--- src/rtl/fme_arbitro_if.sv ---
// Handshake bundle between the fme arbiter and the requester / fme side.
// master: the arbiter itself. slave: the requesters plus the fme engine.
interface fme_arbitro_if #(
    parameter int NUM_REQ  = 4,
    parameter int ID_WIDTH = 2
);
    logic [NUM_REQ-1:0]  req;
    logic [NUM_REQ-1:0]  grant;
    logic [ID_WIDTH-1:0] in_sel;
    logic                fme_enable;
    logic                fme_done;
    logic                fme_reset;
    logic                res_valid;
    logic [ID_WIDTH-1:0] res_id;
    logic                res_ready;
    logic                busy;
    logic                error;

    modport master (
        input  req, fme_done, res_ready,
        output grant, in_sel, fme_enable, fme_reset, res_valid, res_id, busy, error
    );

    modport slave (
        output req, fme_done, res_ready,
        input  grant, in_sel, fme_enable, fme_reset, res_valid, res_id, busy, error
    );
endinterface

--- src/rtl/fme_arbitro.sv ---
// Round-robin arbiter / sequencer sharing one fme interpolation engine
// among NUM_REQ requesters, with a watchdog that aborts a hung engine.
//
// state     | meaning
// ----------+-------------------------------------------------------------
// S_IDLE    | engine free, arbitrating among requesters
// S_START   | fme_enable pulse, watchdog cleared
// S_RUN     | waiting for fme_done, watchdog counting
// S_DELIVER | result held for owner until res_ready
// S_ABORT   | watchdog expired: fme_reset/error pulse, release engine
module fme_arbitro #(
    parameter int NUM_REQ  = 4,
    parameter int ID_WIDTH = 2,
    parameter int TIMEOUT  = 1023,
    parameter int TO_WIDTH = 10
) (
    input  logic          clock,
    input  logic          reset,
    fme_arbitro_if.master bus
);
    typedef enum logic [2:0] {
        S_IDLE,
        S_START,
        S_RUN,
        S_DELIVER,
        S_ABORT
    } state_t;

    localparam int                  IDW1      = ID_WIDTH + 1;
    localparam logic [IDW1-1:0]     NUM_REQ_W = IDW1'(NUM_REQ);
    localparam logic [TO_WIDTH-1:0] TIMEOUT_W = TO_WIDTH'(TIMEOUT);

    state_t              state_q, state_d;
    logic [NUM_REQ-1:0]  grant_q, grant_d;
    logic [ID_WIDTH-1:0] in_sel_q, in_sel_d;
    logic [ID_WIDTH-1:0] ptr_q, ptr_d;
    logic [TO_WIDTH-1:0] wd_q, wd_d;
    logic                fme_enable_q, fme_enable_d;
    logic                fme_reset_q, fme_reset_d;
    logic                res_valid_q, res_valid_d;
    logic [ID_WIDTH-1:0] res_id_q, res_id_d;
    logic                busy_q, busy_d;
    logic                error_q, error_d;

    logic [2*NUM_REQ-1:0] req_dbl;
    logic [NUM_REQ-1:0]   req_rot;
    logic [NUM_REQ-1:0]   first_hot;
    logic [ID_WIDTH-1:0]  offset;
    logic [IDW1-1:0]      sum;
    logic [IDW1-1:0]      sum_nxt;
    logic [ID_WIDTH-1:0]  winner;
    logic [ID_WIDTH-1:0]  winner_nxt;
    logic [TO_WIDTH-1:0]  wd_inc;

    assign wd_inc = wd_q + TO_WIDTH'(1);

    // Round-robin pick: rotate req so ptr sits at bit 0, isolate the lowest
    // set bit, then rotate the offset back (mod NUM_REQ, which need not be a
    // power of two).
    always_comb begin
        req_dbl   = {bus.req, bus.req} >> ptr_q;
        req_rot   = req_dbl[NUM_REQ-1:0];
        first_hot = req_rot & (~req_rot + NUM_REQ'(1));
        offset    = '0;
        for (int i = 0; i < NUM_REQ; i++) begin
            if (first_hot == (NUM_REQ'(1) << i)) begin
                offset = ID_WIDTH'(i);
            end
        end
        sum = {1'b0, ptr_q} + {1'b0, offset};
        if (sum >= NUM_REQ_W) begin
            sum = sum - NUM_REQ_W;
        end
        winner  = sum[ID_WIDTH-1:0];
        sum_nxt = {1'b0, winner} + IDW1'(1);
        if (sum_nxt >= NUM_REQ_W) begin
            sum_nxt = '0;
        end
        winner_nxt = sum_nxt[ID_WIDTH-1:0];
    end

    // Next-state logic; every output flop is derived from the next state so
    // all outputs leave the block registered.
    always_comb begin
        state_d  = state_q;
        grant_d  = grant_q;
        in_sel_d = in_sel_q;
        ptr_d    = ptr_q;
        wd_d     = wd_q;
        res_id_d = res_id_q;
        case (state_q)
            S_IDLE: begin
                if (|bus.req) begin
                    state_d  = S_START;
                    grant_d  = NUM_REQ'(1) << winner;
                    in_sel_d = winner;
                    ptr_d    = winner_nxt;
                end
            end
            S_START: begin
                wd_d    = '0;
                state_d = S_RUN;
            end
            S_RUN: begin
                wd_d = wd_inc;
                // done has priority over a watchdog expiry in the same cycle
                if (bus.fme_done) begin
                    state_d  = S_DELIVER;
                    res_id_d = in_sel_q;
                end else if (wd_inc == TIMEOUT_W) begin
                    state_d = S_ABORT;
                end
            end
            S_DELIVER: begin
                if (res_valid_q && bus.res_ready) begin
                    state_d = S_IDLE;
                    grant_d = '0;
                end
            end
            S_ABORT: begin
                state_d = S_IDLE;
                grant_d = '0;
            end
            default: begin
                state_d = S_IDLE;
                grant_d = '0;
            end
        endcase
        fme_enable_d = (state_d == S_START);
        res_valid_d  = (state_d == S_DELIVER);
        fme_reset_d  = (state_d == S_ABORT);
        error_d      = (state_d == S_ABORT);
        busy_d       = (state_d != S_IDLE);
    end

    // State and output registers with synchronous reset.
    always_ff @(posedge clock) begin
        if (reset) begin
            state_q      <= S_IDLE;
            grant_q      <= '0;
            in_sel_q     <= '0;
            ptr_q        <= '0;
            wd_q         <= '0;
            fme_enable_q <= 1'b0;
            fme_reset_q  <= 1'b0;
            res_valid_q  <= 1'b0;
            res_id_q     <= '0;
            busy_q       <= 1'b0;
            error_q      <= 1'b0;
        end else begin
            state_q      <= state_d;
            grant_q      <= grant_d;
            in_sel_q     <= in_sel_d;
            ptr_q        <= ptr_d;
            wd_q         <= wd_d;
            fme_enable_q <= fme_enable_d;
            fme_reset_q  <= fme_reset_d;
            res_valid_q  <= res_valid_d;
            res_id_q     <= res_id_d;
            busy_q       <= busy_d;
            error_q      <= error_d;
        end
    end

    assign bus.grant      = grant_q;
    assign bus.in_sel     = in_sel_q;
    assign bus.fme_enable = fme_enable_q;
    assign bus.fme_reset  = fme_reset_q;
    assign bus.res_valid  = res_valid_q;
    assign bus.res_id     = res_id_q;
    assign bus.busy       = busy_q;
    assign bus.error      = error_q;
endmodule

--- src/flat_wrapper.sv ---
// flat-port wrapper written by rule: the top's interface ports become plain ports
module fme_arbitro_flat 
#(
    parameter int NUM_REQ  = 4,
    parameter int ID_WIDTH = 2,
    parameter int TIMEOUT  = 1023,
    parameter int TO_WIDTH = 10
)
  (clock, reset, bus_req, bus_fme_done, bus_res_ready, bus_grant, bus_in_sel, bus_fme_enable, bus_fme_reset, bus_res_valid, bus_res_id, bus_busy, bus_error);
  fme_arbitro_if #(.NUM_REQ(NUM_REQ), .ID_WIDTH(ID_WIDTH)) bus_i ();
  input  logic clock;
  input  logic reset;
  input wire logic [$bits(bus_i.req)-1:0] bus_req;
  input wire logic [$bits(bus_i.fme_done)-1:0] bus_fme_done;
  input wire logic [$bits(bus_i.res_ready)-1:0] bus_res_ready;
  output wire logic [$bits(bus_i.grant)-1:0] bus_grant;
  output wire logic [$bits(bus_i.in_sel)-1:0] bus_in_sel;
  output wire logic [$bits(bus_i.fme_enable)-1:0] bus_fme_enable;
  output wire logic [$bits(bus_i.fme_reset)-1:0] bus_fme_reset;
  output wire logic [$bits(bus_i.res_valid)-1:0] bus_res_valid;
  output wire logic [$bits(bus_i.res_id)-1:0] bus_res_id;
  output wire logic [$bits(bus_i.busy)-1:0] bus_busy;
  output wire logic [$bits(bus_i.error)-1:0] bus_error;
  assign bus_i.req = bus_req;
  assign bus_i.fme_done = bus_fme_done;
  assign bus_i.res_ready = bus_res_ready;
  assign bus_grant = bus_i.grant;
  assign bus_in_sel = bus_i.in_sel;
  assign bus_fme_enable = bus_i.fme_enable;
  assign bus_fme_reset = bus_i.fme_reset;
  assign bus_res_valid = bus_i.res_valid;
  assign bus_res_id = bus_i.res_id;
  assign bus_busy = bus_i.busy;
  assign bus_error = bus_i.error;
  fme_arbitro #(.NUM_REQ(NUM_REQ), .ID_WIDTH(ID_WIDTH), .TIMEOUT(TIMEOUT), .TO_WIDTH(TO_WIDTH)) u_core (.clock(clock), .reset(reset), .bus(bus_i));
endmodule
--- config.mk ---
export PLATFORM = sky130hd
export DESIGN_NAME = fme_arbitro_flat
export DESIGN_NICKNAME = d
export VERILOG_FILES = /design/src/rtl/fme_arbitro_if.sv /design/src/rtl/fme_arbitro.sv /design/src/flat_wrapper.sv
export SDC_FILE = /design/constraint.sdc
export NUM_CORES = 1
export LEC_CHECK = 0
export ABC_AREA = 1
export CORE_MARGIN = 5
export CORE_UTILIZATION = 40
export DETAILED_ROUTE_END_ITERATION = 8
export GPL_TIMING_DRIVEN = 0
export SETUP_SLACK_MARGIN = 0.3
export SYNTH_ARGS = -nofsm -noshare
export SYNTH_HDL_FRONTEND = slang
export SYNTH_SLANG_ARGS = --single-unit
export TNS_END_PERCENT = 50
--- constraint.sdc ---
create_clock -name clock -period 2.5 [get_ports clock]
set_clock_uncertainty 0.05 [all_clocks]
set_input_delay 0.5 -clock clock [delete_from_list [all_inputs] [get_ports clock]]
set_output_delay 0.5 -clock clock [all_outputs]
set_load 0.02 [all_outputs]
Word level (Yosys, flattened, before mapping)
Cells that the tools add are included.
{"block": "classes", "n_mux": 14, "add_sub_neg": 5, "shifts": 2, "magnitude_cmp": 2, "n_reduce_logical": 9, "eq_ne": 12, "bitwise_logic": 3}
{"cell": "$pmux 10 s2", "count": 1}
{"cell": "$mux 3", "count": 4}
{"cell": "$pmux 3 s4", "count": 1}
{"cell": "$pmux 4 s3", "count": 1}
{"cell": "$add 10x1->10 const B", "count": 1}
{"cell": "$eq 10x10->1 const B", "count": 1}
{"cell": "$eq 3x2->1 const B", "count": 3}
{"cell": "$mux 2", "count": 4}
{"cell": "$mux 4", "count": 2}
{"cell": "$shr 8x2->4", "count": 1}
{"cell": "$eq 3x1->1 const B", "count": 2}
{"cell": "$ge 3x3->1 const B", "count": 2}
{"cell": "$add 4x1->4 const B", "count": 1}
{"cell": "$and 4x4->4", "count": 1}
{"cell": "$eq 4x2->1 const B", "count": 1}
{"cell": "$eq 4x3->1 const B", "count": 1}
{"cell": "$eq 4x4->1 const B", "count": 1}
{"cell": "$ne 2x1->1 const B", "count": 2}
{"cell": "$not 4->4", "count": 1}
{"cell": "$reduce_and 2->1", "count": 2}
{"cell": "$reduce_or 4->1", "count": 1}
{"cell": "$shl 1x2->4 const A", "count": 1}
{"cell": "$add 2x1->3 const B", "count": 1}
{"cell": "$add 2x2->3", "count": 1}
{"cell": "other kinds (10)", "count": 10}
{"block": "word_totals", "out_inout_bits": 13, "word_cells": 57, "input_bits": 8, "reg_bits": 27}

Depth between registers and ports, before layout
Gate-level depths: netlist (run 1).
{"block": "depth", "depth_word": 14, "ltp_mapped": 16, "mapped_depth_nobuf": 15}

Worst setup path before layout (run 1)
No wires, ideal clock.
{"block": "synth_timing", "kind": "input to register", "start": "in bus_req[3]", "end": "reg u_core.ptr_q[1]", "path_slack_ps": 270, "required_ps": 2327, "n_path_buf": 0, "setup_time_ps": 123, "arrival_ps": 2057, "cell_stages": 14, "cell_sequence": "inv_1 > o21ai_1 > nand2_1 > o21a_1 > inv_1 > nand2_1 > a21boi_0 > ha_1 > xor2_1 > nand3b_1 > nand2_1 > ha_1 > o21ai_0 > a21oi_1"}
{"block": "synth_between", "elab_chain_len": 14, "word_cells_on_any_way": 19, "cone_classes": "add/sub (4); order compare (2); eq/ne (3); shift (1); mux (5); bitwise (2); reduce/logical (2)"}
{"item": "start: declaration", "line_no": "flat_wrapper.sv:13", "source": "input wire logic [$bits(bus_i.req)-1:0] bus_req;"}
{"item": "$shr 8x2->4 *", "line_no": "fme_arbitro.sv:61", "source": "req_dbl = {bus.req, bus.req} >> ptr_q;"}
{"item": "$not 4->4", "line_no": "fme_arbitro.sv:63", "source": "first_hot = req_rot & (~req_rot + NUM_REQ'(1));"}
{"item": "$add 4x1->4", "line_no": "fme_arbitro.sv:63"}
{"item": "$and 4x4->4 *", "line_no": "fme_arbitro.sv:63"}
{"item": "$eq 4x2->1", "line_no": "fme_arbitro.sv:66", "source": "if (first_hot == (NUM_REQ'(1) << i)) begin"}
{"item": "$mux 1", "line_no": "fme_arbitro.sv:66"}
{"item": "$mux 2", "line_no": "fme_arbitro.sv:66"}
{"item": "$mux 2 *", "line_no": "fme_arbitro.sv:66"}
{"item": "$add 2x2->3 *", "line_no": "fme_arbitro.sv:70", "source": "sum = {1'b0, ptr_q} + {1'b0, offset};"}
{"item": "$ge 3x3->1 / $sub 2x1->2 (equally long branches)", "line_no": "fme_arbitro.sv:71, fme_arbitro.sv:72"}
{"item": "$mux 2 *", "line_no": "fme_arbitro.sv:71", "source": "if (sum >= NUM_REQ_W) begin"}
{"item": "via u_core.sum[1]", "line_no": "fme_arbitro.sv:49", "source": "logic [IDW1-1:0] sum;"}
{"item": "$add 2x1->3 *", "line_no": "fme_arbitro.sv:75", "source": "sum_nxt = {1'b0, winner} + IDW1'(1);"}
{"item": "$ge 3x3->1", "line_no": "fme_arbitro.sv:76", "source": "if (sum_nxt >= NUM_REQ_W) begin"}
{"item": "$mux 2 *", "line_no": "fme_arbitro.sv:76"}
{"item": "via u_core.sum_nxt[1]", "line_no": "fme_arbitro.sv:50", "source": "logic [IDW1-1:0] sum_nxt;"}
{"item": "end signal: assignment", "line_no": "fme_arbitro.sv:154", "source": "ptr_q <= ptr_d;"}
{"item": "end: declaration", "line_no": "fme_arbitro.sv:36", "source": "logic [ID_WIDTH-1:0] ptr_q, ptr_d;"}
The timed path passes the listed nets; every way through them passes the cells marked *.
A chain may end at the register's enable or synchronous reset.

Worst setup path after layout (run 1)
Same ends and word-level chain as after synthesis.

==> run_summary.xml, run 1 <==
<?xml version="1.0" encoding="UTF-8"?>
<metrics>
  <group name="worst_hold_path">
    <metric name="hold_path.startpoint" unit="">u_core.bus.grant[3]</metric>
    <metric name="timing.hold.worst_endpoint" unit="">u_core.bus.grant[3]</metric>
    <metric name="whs_path_depth" unit="">2</metric>
    <metric name="hold_class" unit="">flip-flop to flip-flop</metric>
  </group>
  <group name="pwr">
    <metric name="total_power" unit="uW">1950</metric>
    <metric name="power.leakage" unit="uW">0.000821</metric>
    <metric name="peakVddDrop" unit="mV">0.539</metric>
    <metric name="powerDensity" unit="nW/um^2">999</metric>
  </group>
  <group name="finish">
    <metric name="final_nets" unit="">271</metric>
    <metric name="n_antenna_cell" unit="">0</metric>
    <metric name="syn2layout_area_growth" unit="%">29.1</metric>
    <metric name="layout_commonest_cell" unit="">sky130_fd_sc_hd__nand2_1</metric>
    <metric name="filler_cell_count" unit="">374</metric>
    <metric name="mostFrequentLayoutCells" unit="">sky130_fd_sc_hd__nand2_1, sky130_fd_sc_hd__inv_1, sky130_fd_sc_hd__dfxtp_1, sky130_fd_sc_hd__nor2_1, sky130_fd_sc_hd__a21oi_1</metric>
    <metric name="post_route_cells_drive_above_1_share" unit="">0.196</metric>
  </group>
  <group name="global_route">
    <metric name="pin_count_of_the_biggest_net_entering_global_routing" unit="">17</metric>
    <metric name="grt_overflow" unit="">0</metric>
    <metric name="grt_first_pass_wirelength" unit="mm">5.34</metric>
    <metric name="global_route_usage_sum" unit="">0.131</metric>
    <metric name="first_global_vias" unit="">1266</metric>
    <metric name="grt_antenna_before_repair" unit="">0</metric>
  </group>
  <group name="sta">
    <metric name="worst_case_setup_margin_in_the_final_layout" unit="ns">0.292</metric>
    <metric name="fmax" unit="MHz">453</metric>
    <metric name="relSlewSlack" unit="">0.658</metric>
    <metric name="setup_viol_count_final" unit="">0</metric>
    <metric name="final_hold_fails" unit="">0</metric>
    <metric name="timing.final.crit_period" unit="ns">2.21</metric>
    <metric name="worst_pin_slew" unit="ns">0.513</metric>
    <metric name="timing.final.max_slew_violations" unit="">0</metric>
    <metric name="final.hold.worst_slack" unit="ns">0.422</metric>
    <metric name="portion_of_the_clock_cycle_consumed_by_the_worst_path_in_the_final_layout" unit="">0.883</metric>
    <metric name="grt_setup_unrepaired" unit="">true</metric>
  </group>
  <group name="floorplanning">
    <metric name="die-area" unit="sq um">5100</metric>
    <metric name="die-height" unit="microns">71.4</metric>
    <metric name="floorplan.initialDensity" unit="">0.413</metric>
    <metric name="rows" unit="">22</metric>
    <metric name="i_o_pin_count" unit="">21</metric>
    <metric name="die-width" unit="microns">71.4</metric>
    <metric name="coreArea" unit="sq um">3660</metric>
  </group>
  <group name="synthesis">
    <metric name="synth_nets" unit="">244</metric>
    <metric name="seq_area_frac_synth" unit="">0.358</metric>
    <metric name="synth-edff-count" unit="">0</metric>
    <metric name="cell_taking_the_most_area_after_synthesis" unit="">sky130_fd_sc_hd__dfxtp_1</metric>
    <metric name="yosysUniqueCellTypes" unit="">26</metric>
    <metric name="ys_seq_elements" unit="">27</metric>
    <metric name="yosysWarnings" unit="">0</metric>
    <metric name="yosys_most_used_dff" unit="">sky130_fd_sc_hd__dfxtp_1</metric>
    <metric name="synthesis.area_per_instance" unit="sq um">6.59</metric>
    <metric name="yosysTopAreaCellShare" unit="">0.358</metric>
    <metric name="synth_area_leaders" unit="">sky130_fd_sc_hd__dfxtp_1, sky130_fd_sc_hd__nand2_1, sky130_fd_sc_hd__inv_1, sky130_fd_sc_hd__a21oi_1, sky130_fd_sc_hd__ha_1</metric>
    <metric name="async_reset_ff_frac" unit="">0</metric>
    <metric name="mappedNetlistArea" unit="sq um">1510</metric>
    <metric name="post_synth_inst_count" unit="">229</metric>
  </group>
  <group name="route">
    <metric name="ant_nets" unit="">0</metric>
    <metric name="route.detailed.vias_per_inst" unit="">4.68</metric>
    <metric name="routedWlPerCell" unit="microns">10.9</metric>
    <metric name="drt_iter0_drc" unit="">63</metric>
    <metric name="routed_wirelength" unit="mm">3.32</metric>
    <metric name="detail_route.drc_violations" unit="">0</metric>
    <metric name="vias" unit="">1419</metric>
    <metric name="dr.pass1.iters" unit="">4</metric>
  </group>
  <group name="clock_tree">
    <metric name="cts_tree" unit="">built</metric>
    <metric name="clock_sinks" unit="">27</metric>
    <metric name="clk_pin_slew_worst_paths" unit="ns">0.10</metric>
    <metric name="cts.htree.levels" unit="">1</metric>
    <metric name="holdBufCountCts" unit="">0</metric>
    <metric name="cts.path.max_buffers" unit="">2</metric>
    <metric name="cts-buffers-inserted" unit="">3</metric>
    <metric name="clk-insertion-delay-late" unit="ns">0.28</metric>
    <metric name="clock_tree.root_cell" unit="">sky130_fd_sc_hd__clkbuf_8</metric>
  </group>
  <group name="setup_path">
    <metric name="cp-end-kind" unit="">flip-flop</metric>
    <metric name="worst_setup_path_startpoint" unit="">bus_req[3]</metric>
    <metric name="critical_path.cell_chain" unit="">clkdlybuf4s15_1, inv_2, o21ai_4, nand2_1, o21a_1, inv_1, nand2_2, a21boi_2, ha_2, xor2_2, nand3b_1, nand2_2, ha_4, o21ai_2, a21oi_1</metric>
    <metric name="setup.reg_to_reg.worst_slack" unit="ns">0.29</metric>
    <metric name="reg2reg_from" unit="">u_core.ptr_q[0]</metric>
    <metric name="cp.arrival" unit="ns">2.37</metric>
    <metric name="crit-reg2reg-capture" unit="">u_core.ptr_q[1]</metric>
    <metric name="path_max_fanout" unit="">4</metric>
    <metric name="data_required_time_of_the_critical_path" unit="ns">2.66</metric>
    <metric name="critical_path.max_stage_delay" unit="ns">0.29</metric>
    <metric name="worst_r2r_path_depth" unit="">14</metric>
    <metric name="critical_path_launch_point_type" unit="">primary input</metric>
    <metric name="cpMaxStageDelayCell" unit="">sky130_fd_sc_hd__ha_4</metric>
    <metric name="critical_path_class" unit="">primary input to flip-flop</metric>
    <metric name="timing.critical_path.mode_cell" unit="">sky130_fd_sc_hd__nand2_2</metric>
  </group>
  <group name="placed_design">
    <metric name="hpwlAfterDp" unit="mm">2.39</metric>
    <metric name="io_buffer_count" unit="">19</metric>
    <metric name="routabilityCongestion" unit="">0.771</metric>
    <metric name="preCtsSetupSlack" unit="ns">-0.347</metric>
  </group>
  <group name="run">
    <metric name="drv.max_cap_violation_count" unit="">0</metric>
  </group>
  <group name="outcome">
    <metric name="status" unit="">finished, final reports clean</metric>
  </group>
</metrics>
-- metrics by stage --
| step | utilization | std cells | area [sq um] | TNS (ns) |
|---|---|---|---|---|
| finish | 0.532 | 303 | 1950 | 0 |
| global route | 0.532 | 303 | 1950 | 0 |
| CTS | 0.508 | 302 | 1860 | 0 |
| detailed placement | 0.482 | 296 | 1770 | -1.34 |
| global placement | 0.482 | 296 | 1770 | -1.33 |
| floorplan | - | 229 | 1520 | 0 |
-- power breakdown --
group	total, uW	internal [uW]	switching (uW)
sequential	589	522	66.5
combinational	1090	455	637
clock	267	114	153
total	1950	1090	856
-- cell families (layout without fill, tap and decap cells) --
| kind of cell | count (synthesis) | count (layout) | synth area share |
|---|---|---|---|
| adder cells (fa/ha/maj) | 7 | 7 | 0.0580 |
| XOR/XNOR | 1 | 1 | 0.00580 |
| buffers and inverters | 42 | 68 | 0.108 |
| AO/OA/AOI/OAI | 37 | 37 | 0.130 |
| flip-flops | 27 | 27 | 0.358 |
| AND/OR/NAND/NOR | 115 | 115 | 0.341 |
-- Yosys cell counts (2+ instances only) --
| cell type | n |
|---|---|
| sky130_fd_sc_hd__nand2_1 | 67 |
| sky130_fd_sc_hd__inv_1 | 33 |
| sky130_fd_sc_hd__dfxtp_1 | 27 |
| sky130_fd_sc_hd__nor2_1 | 20 |
| sky130_fd_sc_hd__a21oi_1 | 19 |
| sky130_fd_sc_hd__nand3_1 | 11 |
| sky130_fd_sc_hd__o21ai_0 | 9 |
| sky130_fd_sc_hd__ha_1 | 7 |
| sky130_fd_sc_hd__o21ai_1 | 6 |
| sky130_fd_sc_hd__nand3_2 | 4 |
| sky130_fd_sc_hd__nor2_2 | 4 |
| sky130_fd_sc_hd__clkinv_1 | 3 |
| sky130_fd_sc_hd__clkbuf_1 | 2 |
| sky130_fd_sc_hd__inv_2 | 2 |
| sky130_fd_sc_hd__nand2_2 | 2 |
| sky130_fd_sc_hd__nand3b_1 | 2 |
| sky130_fd_sc_hd__nor2_4 | 2 |
-- state kept, by name (all words and copies together) (netlist names) --
name,cells
u_core.bus.busy,1
u_core.bus.grant,4
u_core.bus.res_id,2
u_core.ptr_q,2
u_core.bus.in_sel,2
u_core.bus.fme_reset,1
u_core.bus.fme_enable,1
u_core.wd_q,10
u_core.bus.res_valid,1
u_core.state_q,3
-- cell type report --
type,instances,area [sq um],share of cell area
tap,48,60.1,0.0308
timing repair buffer,22,209,0.107
inverter,38,145,0.0745
clock buffer,3,41.3,0.0212
clock inverter,1,7.51,0.00385
sequential,27,543,0.279
buffer,4,26.3,0.0135
multi-input combinational,160,917,0.470
-- worst max-delay path: cells and delay by family --
family,cells,cell delay [ns]
AOI/OAI and AO/OA,5,0.56
xor gates and xnor gates,1,0.14
adders and majority gates,2,0.48
buffers and inverters,3,0.31
and+or+nand+nor,4,0.36
-- how the worst max path moves through the flow --
stage                      endpoint  depth (start not counted)
detailed placement  u_core.ptr_q[1]                         15
CTS                 u_core.ptr_q[1]                         15
floorplan           u_core.ptr_q[1]                         14
finish              u_core.ptr_q[1]                         15
global route        u_core.ptr_q[1]                         15
global placement    u_core.ptr_q[1]                         15
-- routing by layer --
metal	part of all wire	routed length (microns)	track usage	vias to the layer above
met5	0	0	0	-
met4	0.022	74	0.0752	0
met3	0.030	100	0.0238	4
met2	0.46	1540	0.213	20
met1	0.48	1600	0.160	629
li1	-	-	-	766
-- repair_timing --
item                                    4_1_cts  5_1_grt
gates cloned                                  0        1
setup buffers                                 2        0
resized for setup                            16       25
pin swaps                                     7       10
endpoints found under the setup margin        6        6
(Power assumes the default switching activity.)
==> run 2, diff against run 1 <==
--- a/config.mk
+++ b/config.mk
@@ -8,6 +8,7 @@
 export ABC_AREA = 1
 export CORE_MARGIN = 5
 export CORE_UTILIZATION = 40
+export CTS_CLUSTER_SIZE = 16
 export DETAILED_ROUTE_END_ITERATION = 8
 export GPL_TIMING_DRIVEN = 0
 export SETUP_SLACK_MARGIN = 0.3
==> results of run 2 <==
The final DEF is identical to that of run 1; final timing and power are the same.
